**src/rtl/axi_ni_receive_request_fsm.sv**
```systemverilog
// axi_ni_receive_request_fsm
// Request side of the target NI receive path. It takes request flits from the NoC
// input buffer and decodes HEAD flits into AXI address/control fields. It then
// sequences one AXI transaction at a time through active-high channel masks (a
// channel's VALID is the inverse of its mask). Write beats are presented one at a
// time with strobe and last-beat flag.
//
// Optional build macro: NI_RX_PROTOCOL_CHECK_EN
//   When defined, mis-typed flits are consumed and dropped, and a sticky
//   protocol_error is raised. When undefined, the flit type is ignored and
//   protocol_error is tied low.
module axi_ni_receive_request_fsm #(
  parameter int unsigned FLIT_WIDTH = 64,
  parameter int unsigned AXIADDRWD  = 32,
  parameter int unsigned AXIWDATAWD = 32,
  parameter int unsigned AXIIDWD    = 4
) (
  input  logic                      clk,
  input  logic                      rst_n,
  input  logic [FLIT_WIDTH-1:0]     flit_in,
  input  logic                      flit_valid,
  output logic                      flit_ready,
  input  logic                      AWREADY,
  input  logic                      ARREADY,
  input  logic                      WREADY,
  output logic                      mask_aw_command,
  output logic                      mask_ar_command,
  output logic                      mask_wd_command,
  output logic [AXIIDWD-1:0]        received_id,
  output logic [AXIADDRWD-1:0]      received_address,
  output logic [AXIWDATAWD-1:0]     received_data,
  output logic [3:0]                decoded_LEN,
  output logic [2:0]                decoded_SIZE,
  output logic [1:0]                decoded_BURST,
  output logic [1:0]                decoded_LOCK,
  output logic [3:0]                decoded_CACHE,
  output logic [2:0]                decoded_PROT,
  output logic [AXIWDATAWD/8-1:0]   decoded_WSTRB,
  output logic                      wlast,
  output logic                      protocol_error
);

  localparam int STRBWD = AXIWDATAWD / 8;

  // Header field positions, packed downward from the type field.
  localparam int TYPE_HI  = FLIT_WIDTH - 1;
  localparam int CMD_BIT  = FLIT_WIDTH - 3;
  localparam int ID_HI    = FLIT_WIDTH - 4;
  localparam int LEN_HI   = ID_HI - AXIIDWD;
  localparam int SIZE_HI  = LEN_HI - 4;
  localparam int BURST_HI = SIZE_HI - 3;
  localparam int LOCK_HI  = BURST_HI - 2;
  localparam int CACHE_HI = LOCK_HI - 2;
  localparam int PROT_HI  = CACHE_HI - 4;
  localparam int ADDR_HI  = PROT_HI - 3;
  localparam int ADDR_LO  = ADDR_HI - AXIADDRWD + 1;

  // Data flit field positions.
  localparam int STRB_HI  = FLIT_WIDTH - 3;
  localparam int DATA_HI  = STRB_HI - STRBWD;
  localparam int DATA_LO  = DATA_HI - AXIWDATAWD + 1;

  // Lowest flit bit that any flit format actually uses.
  localparam int LOW_USED = (ADDR_LO < DATA_LO) ? ADDR_LO : DATA_LO;

  localparam logic [2:0] IDLE    = 3'd0;
  localparam logic [2:0] AR_REQ  = 3'd1;
  localparam logic [2:0] AW_REQ  = 3'd2;
  localparam logic [2:0] W_WAIT  = 3'd3;
  localparam logic [2:0] W_DRIVE = 3'd4;

  logic [2:0]             state_q, state_d;
  logic [3:0]             beat_cnt_q, beat_cnt_d;

  logic                   flit_ready_d;
  logic                   mask_aw_d, mask_ar_d, mask_wd_d;
  logic [AXIIDWD-1:0]     id_d;
  logic [AXIADDRWD-1:0]   addr_d;
  logic [AXIWDATAWD-1:0]  data_d;
  logic [3:0]             len_d;
  logic [2:0]             size_d;
  logic [1:0]             burst_d;
  logic [1:0]             lock_d;
  logic [3:0]             cache_d;
  logic [2:0]             prot_d;
  logic [STRBWD-1:0]      strb_d;
  logic                   wlast_d;

  logic                   flit_fire;
  logic                   is_last;
  logic                   head_ok;
  logic                   data_ok;

  assign flit_fire = flit_valid & flit_ready;
  // The counter never runs past decoded_LEN, so LEN=15 finishes at count 15.
  assign is_last   = (beat_cnt_q == decoded_LEN);

`ifdef NI_RX_PROTOCOL_CHECK_EN
  localparam logic [1:0] TYPE_HEAD = 2'b01;
  localparam logic [1:0] TYPE_BODY = 2'b10;
  localparam logic [1:0] TYPE_TAIL = 2'b11;

  logic [1:0] flit_type;
  assign flit_type = flit_in[TYPE_HI -: 2];

  // Anything other than a HEAD in IDLE (reserved included) is treated as stray.
  assign head_ok = (flit_type == TYPE_HEAD);
  assign data_ok = is_last ? (flit_type == TYPE_TAIL) : (flit_type == TYPE_BODY);

  // Sticky error: set whenever a mis-typed flit is consumed and dropped.
  always_ff @(posedge clk or negedge rst_n) begin
    if (!rst_n) begin
      protocol_error <= 1'b0;
    end else if (flit_fire && (((state_q == IDLE) && !head_ok) ||
                               ((state_q == W_WAIT) && !data_ok))) begin
      protocol_error <= 1'b1;
    end
  end
`else
  logic unused_type;
  assign unused_type    = ^flit_in[TYPE_HI -: 2];
  assign head_ok        = 1'b1;
  assign data_ok        = 1'b1;
  assign protocol_error = 1'b0;
`endif

  if (LOW_USED > 0) begin : g_unused_low
    logic unused_low;
    assign unused_low = ^flit_in[LOW_USED-1:0];
  end

  // Next-state and next-output decode; every output is registered below.
  always_comb begin
    state_d    = state_q;
    beat_cnt_d = beat_cnt_q;
    mask_aw_d  = mask_aw_command;
    mask_ar_d  = mask_ar_command;
    mask_wd_d  = mask_wd_command;
    id_d       = received_id;
    addr_d     = received_address;
    data_d     = received_data;
    len_d      = decoded_LEN;
    size_d     = decoded_SIZE;
    burst_d    = decoded_BURST;
    lock_d     = decoded_LOCK;
    cache_d    = decoded_CACHE;
    prot_d     = decoded_PROT;
    strb_d     = decoded_WSTRB;
    wlast_d    = wlast;

    case (state_q)
      IDLE: begin
        if (flit_fire && head_ok) begin
          id_d       = flit_in[ID_HI -: AXIIDWD];
          len_d      = flit_in[LEN_HI -: 4];
          size_d     = flit_in[SIZE_HI -: 3];
          burst_d    = flit_in[BURST_HI -: 2];
          lock_d     = flit_in[LOCK_HI -: 2];
          cache_d    = flit_in[CACHE_HI -: 4];
          prot_d     = flit_in[PROT_HI -: 3];
          addr_d     = flit_in[ADDR_HI -: AXIADDRWD];
          beat_cnt_d = 4'd0;
          if (flit_in[CMD_BIT]) begin
            state_d   = AW_REQ;
            mask_aw_d = 1'b0;
          end else begin
            state_d   = AR_REQ;
            mask_ar_d = 1'b0;
          end
        end
      end
      AR_REQ: begin
        if (ARREADY && !mask_ar_command) begin
          mask_ar_d = 1'b1;
          state_d   = IDLE;
        end
      end
      AW_REQ: begin
        if (AWREADY && !mask_aw_command) begin
          mask_aw_d = 1'b1;
          state_d   = W_WAIT;
        end
      end
      W_WAIT: begin
        if (flit_fire && data_ok) begin
          data_d    = flit_in[DATA_HI -: AXIWDATAWD];
          strb_d    = flit_in[STRB_HI -: STRBWD];
          wlast_d   = is_last;
          mask_wd_d = 1'b0;
          state_d   = W_DRIVE;
        end
      end
      W_DRIVE: begin
        if (WREADY && !mask_wd_command) begin
          mask_wd_d = 1'b1;
          wlast_d   = 1'b0;
          if (wlast) begin
            state_d = IDLE;
          end else begin
            beat_cnt_d = beat_cnt_q + 4'd1;
            state_d    = W_WAIT;
          end
        end
      end
      default: begin
        state_d = IDLE;
      end
    endcase
  end

  // Flit acceptance is open only in the states that consume flits.
  assign flit_ready_d = (state_d == IDLE) || (state_d == W_WAIT);

  // State and registered outputs; reset abandons any transaction in flight.
  always_ff @(posedge clk or negedge rst_n) begin
    if (!rst_n) begin
      state_q          <= IDLE;
      beat_cnt_q       <= 4'd0;
      flit_ready       <= 1'b0;
      mask_aw_command  <= 1'b1;
      mask_ar_command  <= 1'b1;
      mask_wd_command  <= 1'b1;
      received_id      <= '0;
      received_address <= '0;
      received_data    <= '0;
      decoded_LEN      <= '0;
      decoded_SIZE     <= '0;
      decoded_BURST    <= '0;
      decoded_LOCK     <= '0;
      decoded_CACHE    <= '0;
      decoded_PROT     <= '0;
      decoded_WSTRB    <= '0;
      wlast            <= 1'b0;
    end else begin
      state_q          <= state_d;
      beat_cnt_q       <= beat_cnt_d;
      flit_ready       <= flit_ready_d;
      mask_aw_command  <= mask_aw_d;
      mask_ar_command  <= mask_ar_d;
      mask_wd_command  <= mask_wd_d;
      received_id      <= id_d;
      received_address <= addr_d;
      received_data    <= data_d;
      decoded_LEN      <= len_d;
      decoded_SIZE     <= size_d;
      decoded_BURST    <= burst_d;
      decoded_LOCK     <= lock_d;
      decoded_CACHE    <= cache_d;
      decoded_PROT     <= prot_d;
      decoded_WSTRB    <= strb_d;
      wlast            <= wlast_d;
    end
  end

endmodule

```
**config.mk**
```make
export PLATFORM = sky130hd
export DESIGN_NAME = axi_ni_receive_request_fsm
export DESIGN_NICKNAME = d
export VERILOG_FILES = /design/src/rtl/axi_ni_receive_request_fsm.sv
export SDC_FILE = /design/constraint.sdc
export NUM_CORES = 1
export LEC_CHECK = 0
export ABC_AREA = 1
export BUFFER_PORTS_ARGS = -buffer_cell sky130_fd_sc_hd__buf_2
export CORE_MARGIN = 4
export CORE_UTILIZATION = 40
export CTS_CLUSTER_SIZE = 30
export DETAILED_ROUTE_END_ITERATION = 7
export GPL_ROUTABILITY_DRIVEN = 0
export PLACE_DENSITY_LB_ADDON = 0.15
export SLEW_MARGIN = 25
export SYNTH_ARGS = -nofsm -noshare
export SYNTH_HDL_FRONTEND = slang
export SYNTH_SLANG_ARGS = --single-unit
```
**constraint.sdc**
```tcl
create_clock -name clk -period 1.3 [get_ports clk]
set_input_delay 0.065 -clock clk [delete_from_list [all_inputs] [get_ports clk]]
set_output_delay 0.065 -clock clk [all_outputs]
set_load 0.01 [all_outputs]
```
After elaboration in Yosys (flattened, before gate mapping)
Index checks and enable logic that the tools add are counted.
{ "totals": {"inputBits": 70, "output_inout_bits": 96, "regBits": 102, "wordCells": 78} }
{ "classes": {"addsub": 1, "eq_ne": 14, "reduce_logical": 19, "n_bitwise": 1, "muxes": 26} }
{ "op_table": {"columns": ["cell", "count"], "rows": [
  ["2-bit inequality test (second input constant)", 8],
  ["3-bit 2-to-1 mux", 5],
  ["3-bit one-hot mux with 5 select lines", 1],
  ["4-bit 2-to-1 mux", 3],
  ["4-bit AND reduction", 3],
  ["1-bit 2-to-1 mux", 10],
  ["3-bit by 2-bit == test with 1-bit output (second input constant)", 3],
  ["1-bit one-hot mux with 2 select lines", 4],
  ["4-bit one-hot mux with 2 select lines", 1],
  ["2-bit nonzero test", 4],
  ["3-bit zero test", 2],
  ["4-bit by 1-bit adder with 4-bit output (second input constant)", 1],
  ["4-bit == test", 1],
  ["2-bit 2-to-1 mux", 2],
  ["2-bit AND reduction", 2],
  ["3-bit by 1-bit == test with 1-bit output (second input constant)", 1],
  ["3-bit == test (second input constant)", 1],
  ["1-bit logical AND", 3],
  ["1-bit zero test", 3],
  ["3-bit AND reduction", 1],
  ["1-bit AND", 1],
  ["1-bit logical OR", 1]
]} }

Longest topological paths before layout
Gate-level depths: netlist (run 1).
{ "depth": {"ltp_word": 6, "ltp_mapped": 8, "ltp_nobuf": 8} }

Least setup slack after synthesis (run 1)
Ideal clock, no wire load.
{ "synth_timing": {"path_type": "flip-flop to flip-flop", "from": "register state_q[1]", "to": "register received_address[10]", "path_stages_with_launch": 5, "path_slack_ns": -0.028, "arrival_time_ns": 1.202, "setup_ns": 0.125, "required_time_ns": 1.175, "period_less_slack_ns": 1.328, "n_path_buf": 1, "cell_sequence": "dfrtp_1 -> nor3_4 -> nand2_4 -> buf_6 -> mux2_4"} }
{ "synth_between": {"elab_chain_cells": 2} }
{ "synth_rtl": {"columns": ["item", "line_no", "rtl"], "rows": [
  ["start: declaration", "72", "logic [2:0] state_q, state_d;"],
  ["start signal: assignment", "235", "state_q <= state_d;"],
  ["3-bit zero test", "151", "case (state_q)"],
  ["2-bit AND reduction (no line)", null, null],
  ["end signal: assignment", "242", "received_address <= addr_d;"],
  ["end: declaration", "30", "output logic [AXIADDRWD-1:0] received_address,"]
]} }
Every way passes these cells.
A chain may end at the register's enable or synchronous reset.

Final worst setup path (run 1)
{ "layout_timing": {"from": "register state_q[2]", "to": "register received_address[10]"} }
Same word-level chain as after synthesis.

==> impl_metrics.json, run 1 <==
{
  "cpLargestDelayFamily": "flip-flops",
  "met1Wirelength_um": 4750,
  "clkPwrFrac_pct": 13.2,
  "portBuffers": 155,
  "share_seq_of_total_power_pct": 41.3,
  "cts_tree": "yes",
  "p_int_mw": 8.37,
  "critPathCaptureType": "flip-flop",
  "cts_sinks": 102,
  "ys.flop_type": "dfrtp_1",
  "path_buf_inv": 1,
  "drcViolationCount": 0,
  "drive_gt1_share_pct": 44.1,
  "swShare_pct": 37.2,
  "multiInputGateArea_um2": 1430,
  "grt_first_pass_wirelength_um": 17400,
  "total_leakage_power_nw": 3.35,
  "cp.required_ns": 1.54,
  "syn_avg_cell_area_um2": 11.0,
  "setup_viol": 45,
  "final_nets": 703,
  "register_area_um2": 2560,
  "die_w_um": 112,
  "core_um2": 10400,
  "crit_path_max_fanout": 16,
  "drv_slew": 0,
  "p_per_area_nw_per_um2": 2130,
  "clockBufferDepth": 2,
  "max_freq_mhz": 722,
  "area.growth.synth_to_final_pct": 44.8,
  "wl_met2_um": 4740,
  "n_antenna_cell": 0,
  "die_h_um": 112,
  "cp-start-kind": "flip-flop",
  "start_util_pct": 41.5,
  "hold_path.class": "input port to flip-flop",
  "htreeDepth": 3,
  "wl_per_cell_um": 13.4,
  "status": "finished, violations left",
  "final_area_um2": 6260,
  "critical-path-max-stage-delay_ns": 0.45,
  "fillCellCount": 880,
  "synth_cell_types": 29,
  "first_iter_violations": 171,
  "critical-path-slowest-cell": "dfrtp_2",
  "yosysWarnings": 0,
  "min_period_ns": 1.38,
  "cp_cell_sequence": "nor3_4, nand2_4, buf_12, mux2_4",
  "path_class": "flip-flop to flip-flop",
  "fin_crit_sh_pct": 106,
  "setup_ws_ns": -0.0842,
  "ys_seq_area_share_pct": 59.1,
  "synth_common_cells": "dfrtp_1 (99), nand2_1 (76), inv_1 (49), o21ai_1 (34), o21ai_2 (31)",
  "whs_ns": 0.0212,
  "die-area_um2": 12500,
  "synth_edf_count": 0,
  "wirelength_um": 10400,
  "syn_area_um2": 4320,
  "min_from": "AWREADY",
  "root_buffer": "clkbuf_8",
  "hold_viol_final": 0,
  "cts_buffers": 9,
  "post-synth-top-count-cell": "dfrtp_1",
  "violations": "setup timing",
  "grt_max_degree": 32,
  "highest_layer": "met4",
  "antenna_left": 0,
  "syn_nets": 465,
  "rsz0062_at_grt": "yes",
  "synth.area.top_cells": "dfrtp_1 (57%), mux2_4 (6.6%), nand2_1 (6.6%)",
  "grt_pass1_vias": 3542,
  "p_switching_mw": 4.96,
  "async_flop_share_pct": 100,
  "worstPathArrival_ns": 1.63,
  "ir_drop_mv": 1.04,
  "combPwrFrac_pct": 45.5,
  "r2r-start": "state_q[2]$_DFF_PN0_",
  "antenna_found_initial": 0,
  "maxCapViolCount": 0,
  "dr.pass1.iters": 4,
  "dp_hpwl_um": 7280,
  "synth-seq-cells": 102,
  "worstSetupStartpoint": "state_q[2]$_DFF_PN0_",
  "path_clk_slew_ns": 0.09,
  "synth_top_area_share_pct": 57.3,
  "dpl-instance-area_um2": 5400,
  "synth_top_cell_by_area": "dfrtp_1",
  "finClkSkew_ns": 0.00650,
  "overflow": 0,
  "route.met3.wl_um": 777,
  "clk_latency_ns": 0.35,
  "vias": 3458,
  "design.portCount": 166,
  "syn_inst": 394,
  "vias_per_cell": 4.47,
  "globalRouteTotalUtil_pct": 16.9,
  "rows": 37
}
[final timing paths]
kind                       cells past startpoint  slack [ns]                                to
min in group asynchronous                      2        0.21   received_address[7]$_DFFE_PN0P_
min                                            3        0.02       mask_aw_command$_DFFE_PN1P_
max reg2reg                                    4       -0.08  received_address[10]$_DFFE_PN0P_
min reg2reg                                    2        0.48       mask_wd_command$_DFFE_PN1P_
max                                            4       -0.08  received_address[10]$_DFFE_PN0P_
max in group asynchronous                      3        0.53       mask_wd_command$_DFFE_PN1P_
[power groups by stage]
stage	clock network, mW	registers (mW)	logic [mW]
CTS	1.85	5.48	6.05
detailed placement	0	5.52	5.72
global placement	0	5.49	5.60
floorplan	0	6.20	2.63
global route	1.98	5.70	6.65
finish	1.76	5.50	6.06
[flip-flops by register name, indices dropped and copies added, names as in the netlist]
name,flops
decoded_LOCK,2
received_data,32
decoded_BURST,2
mask_ar_command,1
wlast,1
decoded_PROT,3
mask_wd_command,1
received_address,32
beat_cnt_q,4
decoded_CACHE,4
received_id,4
decoded_LEN,4
decoded_WSTRB,4
state_q,3
decoded_SIZE,3
mask_aw_command,1
flit_ready,1
[worst reg2reg max path, delay by kind of cell (launching register included)]
| kind | cells | cell delay [ns] |
|---|---|---|
| DFF | 1 | 0.45 |
| and+or+nand+nor | 2 | 0.34 |
| muxes | 1 | 0.32 |
| buffers and inverters | 1 | 0.17 |
[repair_timing]
item                       in CTS  in global routing
setup buffers                   1                  1
gates resized for setup        18                 14
setup endpoints to repair      81                 93
cloned                          1                  0
hold endpoints to repair      138                  0
hold buffers                   57                  0
pin swaps                       3                  3
[stage by stage]
step	setup TNS [ns]	utilization, %	cells	setup slack [ns]	power (mW)
5_1_grt	-6.36	60.1	773	-0.167	14.3
2_1_floorplan	-0.519	-	394	-0.0276	8.83
6_report	-2.19	60.1	773	-0.0842	13.3
4_1_cts	-3.75	59.7	772	-0.101	13.4
3_5_place_dp	-2.85	51.8	697	-0.114	11.2
3_3_place_gp	-1.31	51.8	697	-0.0760	11.1
[layout by cell type, fill, tap and decap left out, types with 4 or more instances in the layout]
master           n
buf_12           8
nand2_1         72
o21ai_1         42
o21ai_2         29
buf_6            6
buf_2          154
clkbuf_8         9
mux2_4          19
buf_4           19
o21ai_0          4
dfrtp_1         96
nor2_1          12
xnor2_1          5
nand2_2         16
dlygate4sd3_1   57
nand3_1          6
nand4_1          5
inv_1           49
[logic make-up (layout without fill, tap and decap cells)]
family / Yosys count / after routing / share of synthesized area [%]
and+or+nand+nor: 116 / 116 / 11.8
buffers and inverters: 69 / 312 / 8.83
adders and majority gates: 1 / 1 / 0.289
other: 1 / 1 / 0.0867
xor gates and xnor gates: 6 / 6 / 1.22
AOI/OAI and AO/OA: 80 / 80 / 12.1
muxes: 19 / 19 / 6.60
DFF: 102 / 102 / 59.1
[metal layers]
layer / track usage [%] / vias up
met1: 22.8 / 1579
met2: 26.6 / 129
li1: - / 1741
met4: 4.17 / 0
met3: 5.33 / 9
met5: 0 / -
[final cells by class]
| cell class | count | share of cell area (%) |
|---|---|---|
| tap | 136 | 2.72 |
| timing repair buffer | 245 | 27.8 |
| inverter | 51 | 3.10 |
| clock buffer | 11 | 2.10 |
| clock inverter | 5 | 0.580 |
| multi-input combinational | 223 | 22.8 |
| sequential | 102 | 40.9 |
No activity file was read; power rests on OpenSTA's default activity.
==> run 2, diff against run 1 <==
- RECOVER_POWER: not set -> 50
==> run 2 against run 1 <==
The flow still finishes with violations (setup timing). Total power down 0.20%. Final cell count unchanged. Register-to-register slack about the same. Via count down 0.14%. Routed wire length about the same. Clock power about the same. Clock skew about the same. Non-clock buffer count unchanged. Flip-flop and latch count unchanged. Utilization down 0.35 points. Worst setup slack better by 0.00061 ns.
==> impl_metrics.json, run 2 (synthesis gave the netlist of run 1 again) <==
{
  "design.portCount": 166,
  "cts_tree": "yes",
  "register_area_um2": 2560,
  "instances_no_fill": 773,
  "final_nets": 703,
  "hold_viol_final": 0,
  "cts_buffers": 9,
  "globalRouteTotalUtil_pct": 16.9,
  "cts_sinks": 102,
  "first_iter_violations": 186,
  "grt_max_degree": 32,
  "die_w_um": 112,
  "top_regs": "received_address (32), received_data (32)",
  "clockBufferDepth": 2,
  "ir_drop_mv": 1.04,
  "area.growth.synth_to_final_pct": 44.0,
  "critPathCaptureType": "flip-flop",
  "worstPathArrival_ns": 1.63,
  "dr.pass1.iters": 4,
  "start_util_pct": 41.5,
  "cp.required_ns": 1.54,
  "relSlewSlack_pct": 46.2,
  "hold_path.class": "input port to flip-flop",
  "violations": "setup timing",
  "final_cell_mix": "buf_2 (150), dfrtp_1 (96), nand2_1 (72)",
  "dp_hpwl_um": 7280,
  "portBuffers": 155,
  "overflow": 0,
  "crit_path_max_fanout": 16,
  "n_antenna_cell": 0,
  "path_clk_slew_ns": 0.09,
  "maxCapViolCount": 0,
  "total_leakage_power_nw": 3.33,
  "tightest_slew_ns": 0.807,
  "max_freq_mhz": 723,
  "multiInputGateArea_um2": 1430,
  "min_period_ns": 1.38,
  "cp_cell_sequence": "nor3_4, nand2_4, buf_12, mux2_4",
  "grt_pass1_vias": 3542,
  "antenna_found_initial": 0,
  "core_um2": 10400,
  "path_class": "flip-flop to flip-flop",
  "dpl_worst_slack_ns": -0.114,
  "drive_gt1_share_pct": 43.5,
  "root_buffer": "clkbuf_8",
  "clk_latency_ns": 0.35,
  "status": "finished, violations left",
  "wl_per_cell_um": 13.4,
  "die_h_um": 112,
  "post-route-util_pct": 59.8,
  "p_per_area_nw_per_um2": 2140,
  "dp.cells": 697,
  "htreeDepth": 3,
  "path_buf_inv": 1,
  "drcViolationCount": 0,
  "layout_commonest_cell": "buf_2",
  "cpLargestDelayFamily": "flip-flops",
  "cp-start-kind": "flip-flop",
  "antenna_left": 0,
  "wirelength_um": 10300,
  "rows": 37,
  "drv_slew": 0,
  "fin_crit_sh_pct": 106,
  "vias_per_cell": 4.47,
  "die-area_um2": 12500,
  "fillCellCount": 888,
  "critical-path-max-stage-delay_ns": 0.45,
  "rsz0062_at_grt": "yes",
  "setup_ws_ns": -0.0836,
  "setup_viol": 45,
  "vias": 3453,
  "finClkSkew_ns": 0.00651,
  "final_area_um2": 6220,
  "p_total_mw": 13.3,
  "critical-path-slowest-cell": "dfrtp_2",
  "dpl-instance-area_um2": 5400,
  "grt_first_pass_wirelength_um": 17400
}
==> run 2: cell types whose count changed in the layout (fill, tap and decap cells not counted), sizes merged <==
cell    delta
buf        -8
clkbuf     +8
==> run 2: worst paths after layout <==
path / startpoint / to / slack (ns) / cells after the start
hold / removal: AWREADY / mask_aw_command$_DFFE_PN1P_ / 0.03 / 3
max in group asynchronous: rst_n / received_address[12]$_DFFE_PN0P_ / 0.19 / 3
min in group asynchronous: rst_n / received_address[7]$_DFFE_PN0P_ / 0.34 / 2
setup reg to reg: state_q[2]$_DFF_PN0_ / received_address[10]$_DFFE_PN0P_ / -0.08 / 4
hold reg to reg: mask_wd_command$_DFFE_PN1P_ / mask_wd_command$_DFFE_PN1P_ / 0.48 / 2
setup / recovery: state_q[2]$_DFF_PN0_ / received_address[10]$_DFFE_PN0P_ / -0.08 / 4
==> run 2: repair_timing <==
item	CTS	global route
cloned	1	0
endpoints found under the setup margin	81	93
endpoints found under the hold margin	138	0
pin swaps	3	3
buffers inserted	1	1
resized for setup	18	14
hold buffers	57	0
==> run 2: final cells by class <==
type	count	share of cell area, %
well taps	136	2.73
repair buffers	245	27.4
clock buffers	11	2.11
inverters	51	3.12
multi-input cells	223	23.0
clock inverters	5	0.583
flip-flops and latches	102	41.1
==> run 2: per-layer routing <==
| layer | vias up | global-route usage [%] | part of all wire (%) | routed length, um |
|---|---|---|---|---|
| li1 | 1735 | - | - | - |
| met1 | 1582 | 22.8 | 46 | 4730 |
| met2 | 127 | 26.6 | 46 | 4760 |
| met3 | 9 | 5.33 | 7.5 | 778 |
| met4 | 0 | 4.17 | 0.80 | 83 |
| met5 | - | 0 | 0 | 0 |
==> run 2: worst reg2reg max path, stage by stage, from the launching register on <==
cell and delay, ns:
dfrtp_2 0.45, nor3_4 0.24, nand2_4 0.10, buf_12 0.17
mux2_4 0.32
==> run 2: power by group <==
group          leakage, nW  switching (mW)  internal, mW
Clock               0.0755            1.06         0.699
Combinational         1.98            3.05          2.99
Sequential            1.27           0.846          4.65
Total                 3.33            4.96          8.34
==> run 2: stage by stage <==
step,hold WS (ns),setup TNS (ns)
detailed placement,0.0470,-2.85
CTS,0.0145,-3.75
global placement,0.0404,-1.31
finish,0.0308,-2.16
global route,0.0139,-6.36
floorplan,-0.231,-0.519
